`config.mk`:
```
export PLATFORM = sky130hd
export DESIGN_NAME = uart_rx
export DESIGN_NICKNAME = d
export VERILOG_FILES = /design/src/rtl/uart_pkg.sv /design/src/rtl/sync_2ff.sv /design/src/rtl/uart_rx.sv
export SDC_FILE = /design/constraint.sdc
export NUM_CORES = 1
export LEC_CHECK = 0
export CORE_UTILIZATION = 57
export DETAILED_ROUTE_END_ITERATION = 6
export GPL_TIMING_DRIVEN = 0
export PLACE_DENSITY = 0.78
export SETUP_SLACK_MARGIN = 0.2
export SYNTH_ARGS = -nofsm -noshare
export SYNTH_HDL_FRONTEND = slang
export SYNTH_SLANG_ARGS = --single-unit
```
`constraint.sdc`:
```
create_clock -name clk -period 2.9 [get_ports clk]
set_clock_uncertainty 0.1 [all_clocks]
set_input_delay 0.725 -clock clk [delete_from_list [all_inputs] [get_ports clk]]
set_output_delay 0.725 -clock clk [all_outputs]
set_load 0.02 [all_outputs]
```
`src/rtl/uart_pkg.sv`:
```
// rtl/uart_pkg.sv - shared UART constants, state encodings and line defaults for uart_tx/uart_rx
package uart_pkg;

  localparam int DATA_BITS    = 8;
  localparam int DEF_CLK_FREQ = 50_000_000;
  localparam int DEF_BAUD     = 9600;

  localparam logic [2:0] ST_IDLE   = 3'd0;
  localparam logic [2:0] ST_START  = 3'd1;
  localparam logic [2:0] ST_DATA   = 3'd2;
  localparam logic [2:0] ST_PARITY = 3'd3;
  localparam logic [2:0] ST_STOP   = 3'd4;
  localparam logic [2:0] ST_BREAK  = 3'd5;

  typedef enum logic [2:0] {
    IDLE   = ST_IDLE,
    START  = ST_START,
    DATA   = ST_DATA,
    PARITY = ST_PARITY,
    STOP   = ST_STOP,
    BREAK  = ST_BREAK
  } uart_state_e;

endpackage

```
`src/rtl/sync_2ff.sv`:
```
// rtl/sync_2ff.sv - 1-bit two-flop synchronizer for asynchronous input pins
module sync_2ff #(
  parameter logic RST_VAL = 1'b1
) (
  input  logic clk_i,
  input  logic rst_ni,
  input  logic d_i,
  output logic q_o
);

  logic meta_q;
  logic sync_q;

  always_ff @(posedge clk_i or negedge rst_ni) begin
    if (!rst_ni) begin
      meta_q <= RST_VAL;
      sync_q <= RST_VAL;
    end else begin
      meta_q <= d_i;
      sync_q <= meta_q;
    end
  end

  assign q_o = sync_q;

endmodule

```
`src/rtl/uart_rx.sv`:
```
// rtl/uart_rx.sv - UART receiver, 8N1 with mid-bit sampling and framing check
// Define UART_RX_PARITY_EN for 8E1 framing with a parity_err strobe.
module uart_rx
  import uart_pkg::*;
#(
  parameter int CLK_FREQ = DEF_CLK_FREQ,
  parameter int BAUD     = DEF_BAUD
) (
  input  logic       clk,
  input  logic       rst_n,
  input  logic       rx,
  output logic [7:0] rx_data,
  output logic       rx_valid,
  output logic       frame_err,
  output logic       busy,
  output logic       parity_err
);

  localparam int DIV  = CLK_FREQ / BAUD;
  localparam int HALF = DIV / 2;
  localparam int CW   = $clog2(DIV);
  localparam int BW   = $clog2(DATA_BITS);
  localparam logic [CW-1:0] DIV_LAST  = CW'(DIV - 1);
  localparam logic [CW-1:0] HALF_LAST = CW'(HALF - 1);
  localparam logic [BW-1:0] BIT_LAST  = BW'(DATA_BITS - 1);

  logic                 rx_s;
  logic                 rx_prev_q;
  logic                 fall;
  uart_state_e          state_q;
  logic [CW-1:0]        clk_cnt_q;
  logic [BW-1:0]        bit_cnt_q;
  logic [DATA_BITS-1:0] shift_q;
  logic [DATA_BITS-1:0] rx_data_q;
  logic                 rx_valid_q;
  logic                 frame_err_q;
`ifdef UART_RX_PARITY_EN
  logic                 par_mis_q;
  logic                 parity_err_q;
`endif

  sync_2ff #(.RST_VAL(1'b1)) u_sync (
    .clk_i  (clk),
    .rst_ni (rst_n),
    .d_i    (rx),
    .q_o    (rx_s)
  );

  assign fall = rx_prev_q & ~rx_s;

  always_ff @(posedge clk or negedge rst_n) begin
    if (!rst_n) begin
      state_q     <= IDLE;
      rx_prev_q   <= 1'b1;
      clk_cnt_q   <= '0;
      bit_cnt_q   <= '0;
      shift_q     <= '0;
      rx_data_q   <= '0;
      rx_valid_q  <= 1'b0;
      frame_err_q <= 1'b0;
`ifdef UART_RX_PARITY_EN
      par_mis_q    <= 1'b0;
      parity_err_q <= 1'b0;
`endif
    end else begin
      rx_prev_q   <= rx_s;
      rx_valid_q  <= 1'b0;
      frame_err_q <= 1'b0;
`ifdef UART_RX_PARITY_EN
      parity_err_q <= 1'b0;
`endif
      case (state_q)
        IDLE: begin
          clk_cnt_q <= '0;
          bit_cnt_q <= '0;
          if (fall) state_q <= START;
        end
        START: begin
          // A line that is high again at the start-bit centre was only a glitch
          if (clk_cnt_q == HALF_LAST) begin
            clk_cnt_q <= '0;
            bit_cnt_q <= '0;
            state_q   <= rx_s ? IDLE : DATA;
          end else begin
            clk_cnt_q <= clk_cnt_q + CW'(1);
          end
        end
        DATA: begin
          if (clk_cnt_q == DIV_LAST) begin
            clk_cnt_q <= '0;
            shift_q   <= {rx_s, shift_q[DATA_BITS-1:1]};
            if (bit_cnt_q == BIT_LAST) begin
`ifdef UART_RX_PARITY_EN
              state_q <= PARITY;
`else
              state_q <= STOP;
`endif
            end else begin
              bit_cnt_q <= bit_cnt_q + BW'(1);
            end
          end else begin
            clk_cnt_q <= clk_cnt_q + CW'(1);
          end
        end
`ifdef UART_RX_PARITY_EN
        PARITY: begin
          if (clk_cnt_q == DIV_LAST) begin
            clk_cnt_q <= '0;
            par_mis_q <= rx_s ^ (^shift_q);
            state_q   <= STOP;
          end else begin
            clk_cnt_q <= clk_cnt_q + CW'(1);
          end
        end
`endif
        STOP: begin
          if (clk_cnt_q == DIV_LAST) begin
            clk_cnt_q <= '0;
            if (rx_s) begin
              rx_data_q  <= shift_q;
              rx_valid_q <= 1'b1;
`ifdef UART_RX_PARITY_EN
              parity_err_q <= par_mis_q;
`endif
              state_q    <= IDLE;
            end else begin
              frame_err_q <= 1'b1;
              state_q     <= BREAK;
            end
          end else begin
            clk_cnt_q <= clk_cnt_q + CW'(1);
          end
        end
        BREAK: begin
          // Held-low line must return high before another start edge counts
          if (rx_s) state_q <= IDLE;
        end
        default: state_q <= IDLE;
      endcase
    end
  end

  assign rx_data   = rx_data_q;
  assign rx_valid  = rx_valid_q;
  assign frame_err = frame_err_q;
  assign busy      = (state_q != IDLE);
`ifdef UART_RX_PARITY_EN
  assign parity_err = parity_err_q;
`else
  assign parity_err = 1'b0;
`endif

endmodule

```
### After elaboration in Yosys (flattened, before gate mapping)

Index checks and enable logic that the tools add are counted.
Widths: inputs -> output; s select.

* register bits after elaboration: 40
* output and inout port bits: 12
* memory bits (writable): 0
* word-level logic and storage cells: 59
* memories kept: 0
* bits of input ports: 3
* bits in read-only memories: 0
* latch bits: 0

* magnitude comparators: 0
* $mul: 0
* shifts and indexed selects: 0
* add/sub/neg operators: 2
* muxes and demuxes: 22
* eq/ne operators: 14
* bitwise operators: 2
* reduce and logical (&&, ||, !) cells: 9
* div/mod/pow operators: 0

Operators with widths (number)
* $pmux 13 s3: 1
* $mux 3: 10
* $mux 13: 2
* $pmux 3 s5: 1
* $add 13x1->13 const B: 1
* $eq 13x12->1 const B: 1
* $eq 13x13->1 const B: 1
* $ne 2x2->1 const B: 6
* $eq 3x3->1 const B: 3
* $pmux 3 s3: 1
* $reduce_bool 3->1: 3
* $mux 1: 6
* $reduce_and 6->1: 1
* $reduce_and 4->1: 1
* $add 3x1->3 const B: 1
* $eq 3x1->1 const B: 1
* $eq 3x2->1 const B: 1
* $logic_not 3->1: 1
* $reduce_and 3->1: 1
* $mux 2: 1
* $ne 2x1->1 const B: 1
* $reduce_and 2->1: 1
* $reduce_or 2->1: 1
* $and 1x1->1: 1
* $not 1->1: 1

### Longest topological paths before layout

* word-level depth: 4
* gate-level depth with buffers: 8
* mapped depth without buffers: 6

### Cells and area by module

From an unflattened synthesis, not the netlist that was laid out.

* cell total of the unflattened synthesis: 184
* area total of the unflattened synthesis: 2014.4 um^2

By module, submodules not included
* uart_rx: cells an instance 182, area each 1961.9 um^2, times used 1, sequential area each 952.2 um^2
* sync_2ff: cells an instance 2, area each 52.6 um^2, times used 1, sequential area each 52.6 um^2

### Worst setup path after synthesis

No wires, ideal clock.

* kind: register to register
* start: register clk_cnt_q[0]
* end: register rx_data_q[0] (netlist: rx_data[0])
* stages on the path, launching flop included: 7
* clock period less this slack: 2171 ps
* arrival: 1946 ps
* slack: 729 ps
* library setup time: 125 ps
* path buffers: 0
* required time: 2675 ps
* cells stage by stage: dfrtp_1 -> ha_1 -> nand2_1 -> nand4b_1 -> or4b_4 -> nor2_8 -> mux2_2

* longest elaborated chain between the ends: 2

RTL lines
* start, declared: line uart_rx.sv:31 `logic [CW-1:0] clk_cnt_q;`
* start signal, assigned: line uart_rx.sv:85 `clk_cnt_q <= clk_cnt_q + CW'(1);`
* start signal, assigned: line uart_rx.sv:102 `clk_cnt_q <= clk_cnt_q + CW'(1);`
* start signal, assigned: line uart_rx.sv:131 `clk_cnt_q <= clk_cnt_q + CW'(1);`
* $eq 13x13->1: line uart_rx.sv:117 `if (clk_cnt_q == DIV_LAST) begin`
* $reduce_and 3->1 (no source line)
* end signal, assigned: line uart_rx.sv:120 `rx_data_q <= shift_q;`
* end, declared: line uart_rx.sv:34 `logic [DATA_BITS-1:0] rx_data_q;`

No other way between the ends.
A chain may end at the register's enable or synchronous reset.

### Final worst setup path

* start: register state_q[1]
* end: output busy

* longest elaborated chain between the ends: 1

RTL lines
* start, declared: line uart_rx.sv:30 `uart_state_e state_q;`
* start signal, assigned: line uart_rx.sv:83 `state_q <= rx_s ? IDLE : DATA;`
* $reduce_bool 3->1: line uart_rx.sv:146 `assign busy = (state_q != IDLE);`
* end, declared: line uart_rx.sv:15 `output logic busy,`

No other way between the ends.

==> qor.csv <==
stage,metric,value,unit
routing,drt wl/cell,14.6,um
floorplanning,Starting Density,0.618,
floorplanning,die width,60.5,um
yosys,"EDFF count, synth",0,
run_status,outcome,completed,
yosys,Async SR Flop Fraction,1.00,
global_route,pin count of the biggest net entering global routing,41,
sta,Final Hold Fails,0,
clock_tree,cts bufs inserted,5,
cells_and_area,most frequent cells in the layout,"dfrtp_1, mux2_2, nor2_1",
power_and_ir_drop,Flop pwr share,0.380,
sta,TNS Setup,0,ps
setup_path,startpoint type of the worst setup path,flip-flop,
routing,DR iter-0 viols,101,
sta,Tmin final,2530,ps
yosys,synthesized area,1950,um2
global_route,Tot GR Track Use,0.221,
routing,routed vias/inst,5.81,
setup_path,Worst EP required,2080,ps
global_route,initial antenna violation count,0,
power_and_ir_drop,total power,1.72,mW
flow_run,Max-cap violations,0,
power_and_ir_drop,PwrDens,771,nW/um2
floorplanning,core region area,3150,um2
cells_and_area,layout cell share with drive strength beyond 1,0.226,
power_and_ir_drop,Cell Int Power,1.13,mW
placed_design,Port Buf Inserts,13,
clock_tree,CTS tree,done,
power_and_ir_drop,Comb pwr share,0.359,
setup_path,worst r2r dst,rx_data[7],
sta,Final Max Slew Viols,0,
placed_design,DP Wirelength,2.43,mm
power_and_ir_drop,leak pwr,1.02,nW
power_and_ir_drop,Clock power frac,0.262,
clock_tree,Resized Gates After CTS,1,
setup_path,crit path launch,state_q[1],
clock_tree,cts hold-fix bufs,0,
global_route,first-pass GRT wire length,5.80,mm
routing,TritonRoute pass-1 iters,4,
yosys,Synth Flop Type,dfrtp_1,
clock_tree,H-tree levels,2,
yosys,Yosys reg bits,40,
clock_tree,Post-CTS Setup Repair Bufs,0,
yosys,sequential-to-total area share from yosys stat,0.516,
power_and_ir_drop,net switching power,0.588,mW
placed_design,Placed Instances,231,
yosys,Unique masters post-synth,46,
sta,post-route clock period utilization,0.874,
setup_path,Worst EP arrival,1710,ps
cells_and_area,"commonest non-fill, non-tap cell in the layout",dfrtp_1,
setup_path,"Max stage delay cell, worst path",dfrtp_1,
setup_path,R2R depth,6,
yosys,Synth Area per Inst,11.2,um2
sta,final setup fails,0,
setup_path,RR Startpoint,clk_cnt_q[0],
clock_tree,clk slew on worst S/H paths,120,ps
cells_and_area,P&R area growth vs syn,14.4,%
clock_tree,Skew-Pair Late Insertion Delay,350,ps
yosys,Mapped Nets,180,
floorplanning,Ports,15,
routing,DRC viols,0,
routing,routed vias,1389,
placed_design,pre-CTS setup slack,506,ps
routing,"antenna viol nets, final",0,
global_route,grt total ovfl,0,
sta,"crit path setup slack, layout",366,ps
cells_and_area,Nets,200,
hold_path,hold crit path type,flip-flop to flip-flop,
global_route,vias in the first global route,1292,
power_and_ir_drop,switching share of power,0.342,
cells_and_area,Finished Layout Cells,239,
floorplanning,Die H,60.5,um
sta,worst slew pin tran,841,ps
floorplanning,die area,3660,um2
setup_path,crit-path cells,clkbuf_1 > or3_1 > dlygate4sd2_1,
sta,Slew HR,0.439,
clock_tree,# clock sinks,40,
setup_path,Setup crit end kind,output port,
sta,RSZ-0062 raised after global routing,false,
setup_path,end of the critical path,busy,
setup_path,Setup CP Type,flip-flop to output port,
clock_tree,largest buffer count on any clock path,2,
yosys,cells after synthesis,174,
clock_tree,clk root buf,clkbuf_4,
setup_path,r2r setup slk,470,ps
power_and_ir_drop,worst vdd ir,0.560,mV
routing,WL final,3.48,mm
setup_path,"slowest stage delay, CP",430,ps
yosys,Synth warnings,0,
setup_path,CP max FO,10,
placed_design,Placer Congestion,0.862,
floorplanning,# rows,20,
cells_and_area,n_diodes,0,
sta,fmax,0.395,GHz
-- critical path: cells and delay by family, from the launching register on --
family | cells | cell delay, ps
buffers and inverters | 2 | 530
DFF | 1 | 430
and+or+nand+nor | 1 | 390
-- routing by layer --
| layer | vias up | part of all wire | track usage |
|---|---|---|---|
| met5 | - | 0 | 0 |
| met4 | 0 | 0.011 | 0.0812 |
| met3 | 5 | 0.058 | 0.0789 |
| met2 | 40 | 0.49 | 0.358 |
| met1 | 678 | 0.44 | 0.275 |
| li1 | 666 | - | - |
-- cells by family after synthesis --
| kind of cell | count (synthesis) | synth area share |
|---|---|---|
| and+or+nand+nor | 58 | 0.174 |
| DFF | 40 | 0.516 |
| AOI/OAI and AO/OA | 33 | 0.112 |
| muxes | 23 | 0.132 |
| buffers and inverters | 14 | 0.0366 |
| adders and majority gates | 3 | 0.0193 |
| xor gates and xnor gates | 2 | 0.00899 |
| other | 1 | 0.00192 |
-- per-stage QoR --
stage          hold WS (ps)   util  instance area, um2
2_1_floorplan           245      -                1950
3_5_place_dp            250  0.675                2130
4_1_cts                 260  0.707                2230
6_report                258  0.707                2230
5_1_grt                 259  0.707                2230
3_3_place_gp            251  0.677                2130
-- Yosys cell counts, types with 2 or more instances --
| master | n | area, um2 |
|---|---|---|
| mux2_2 | 21 | 236 |
| nand4_1 | 2 | 12.5 |
| clkbuf_1 | 5 | 18.8 |
| a41oi_1 | 3 | 26.3 |
| dfstp_2 | 3 | 78.8 |
| inv_1 | 3 | 11.3 |
| o21ai_0 | 5 | 25.0 |
| or3_1 | 3 | 18.8 |
| dfrtp_1 | 37 | 926 |
| and3_1 | 3 | 18.8 |
| mux2i_1 | 2 | 20.0 |
| and2_1 | 2 | 12.5 |
| nor2_1 | 13 | 48.8 |
| nor3_1 | 3 | 15.0 |
| nand2_1 | 12 | 45.0 |
| or2_2 | 2 | 12.5 |
| buf_2 | 3 | 15.0 |
| nand2b_1 | 2 | 12.5 |
| buf_4 | 2 | 15.0 |
| nand3_1 | 6 | 30.0 |
| a31oi_1 | 6 | 37.5 |
| ha_1 | 3 | 37.5 |
| a21oi_1 | 8 | 40.0 |
| o31ai_1 | 3 | 22.5 |
-- how the worst min path moves through the flow --
| stage | start | end | slack, ps | cells past startpoint |
|---|---|---|---|---|
| 6_report | u_sync.meta_q | u_sync.q_o | 260 | 0 |
| 2_1_floorplan | u_sync.meta_q | u_sync.q_o | 250 | 0 |
| 3_5_place_dp | u_sync.meta_q | u_sync.q_o | 250 | 0 |
| 5_1_grt | u_sync.meta_q | u_sync.q_o | 260 | 0 |
| 3_3_place_gp | u_sync.meta_q | u_sync.q_o | 250 | 0 |
| 4_1_cts | u_sync.meta_q | u_sync.q_o | 260 | 0 |
-- power by group through the flow --
stage	Combinational, mW	Sequential [mW]	Clock [mW]
4_1_cts	0.613	0.651	0.458
2_1_floorplan	0.485	0.651	0
3_5_place_dp	0.616	0.662	0
5_1_grt	0.692	0.659	0.480
6_report	0.617	0.652	0.450
3_3_place_gp	0.601	0.658	0
-- area by class of cell --
type,count,area [um2]
sequential,40,1000
clock buffer,6,41.3
buffer,11,60.1
multi-input combinational,120,872
fill,228,925
tap,44,55.1
clock inverter,2,60.1
inverter,3,11.3
timing repair buffer,13,124
-- flip-flops by register name (all words and copies together) (netlist names), 3 cells and up --
register and flops:
rx_data 8, clk_cnt_q 13, state_q 3, shift_q 8, bit_cnt_q 3
Power figures use the tool's default switching activity.
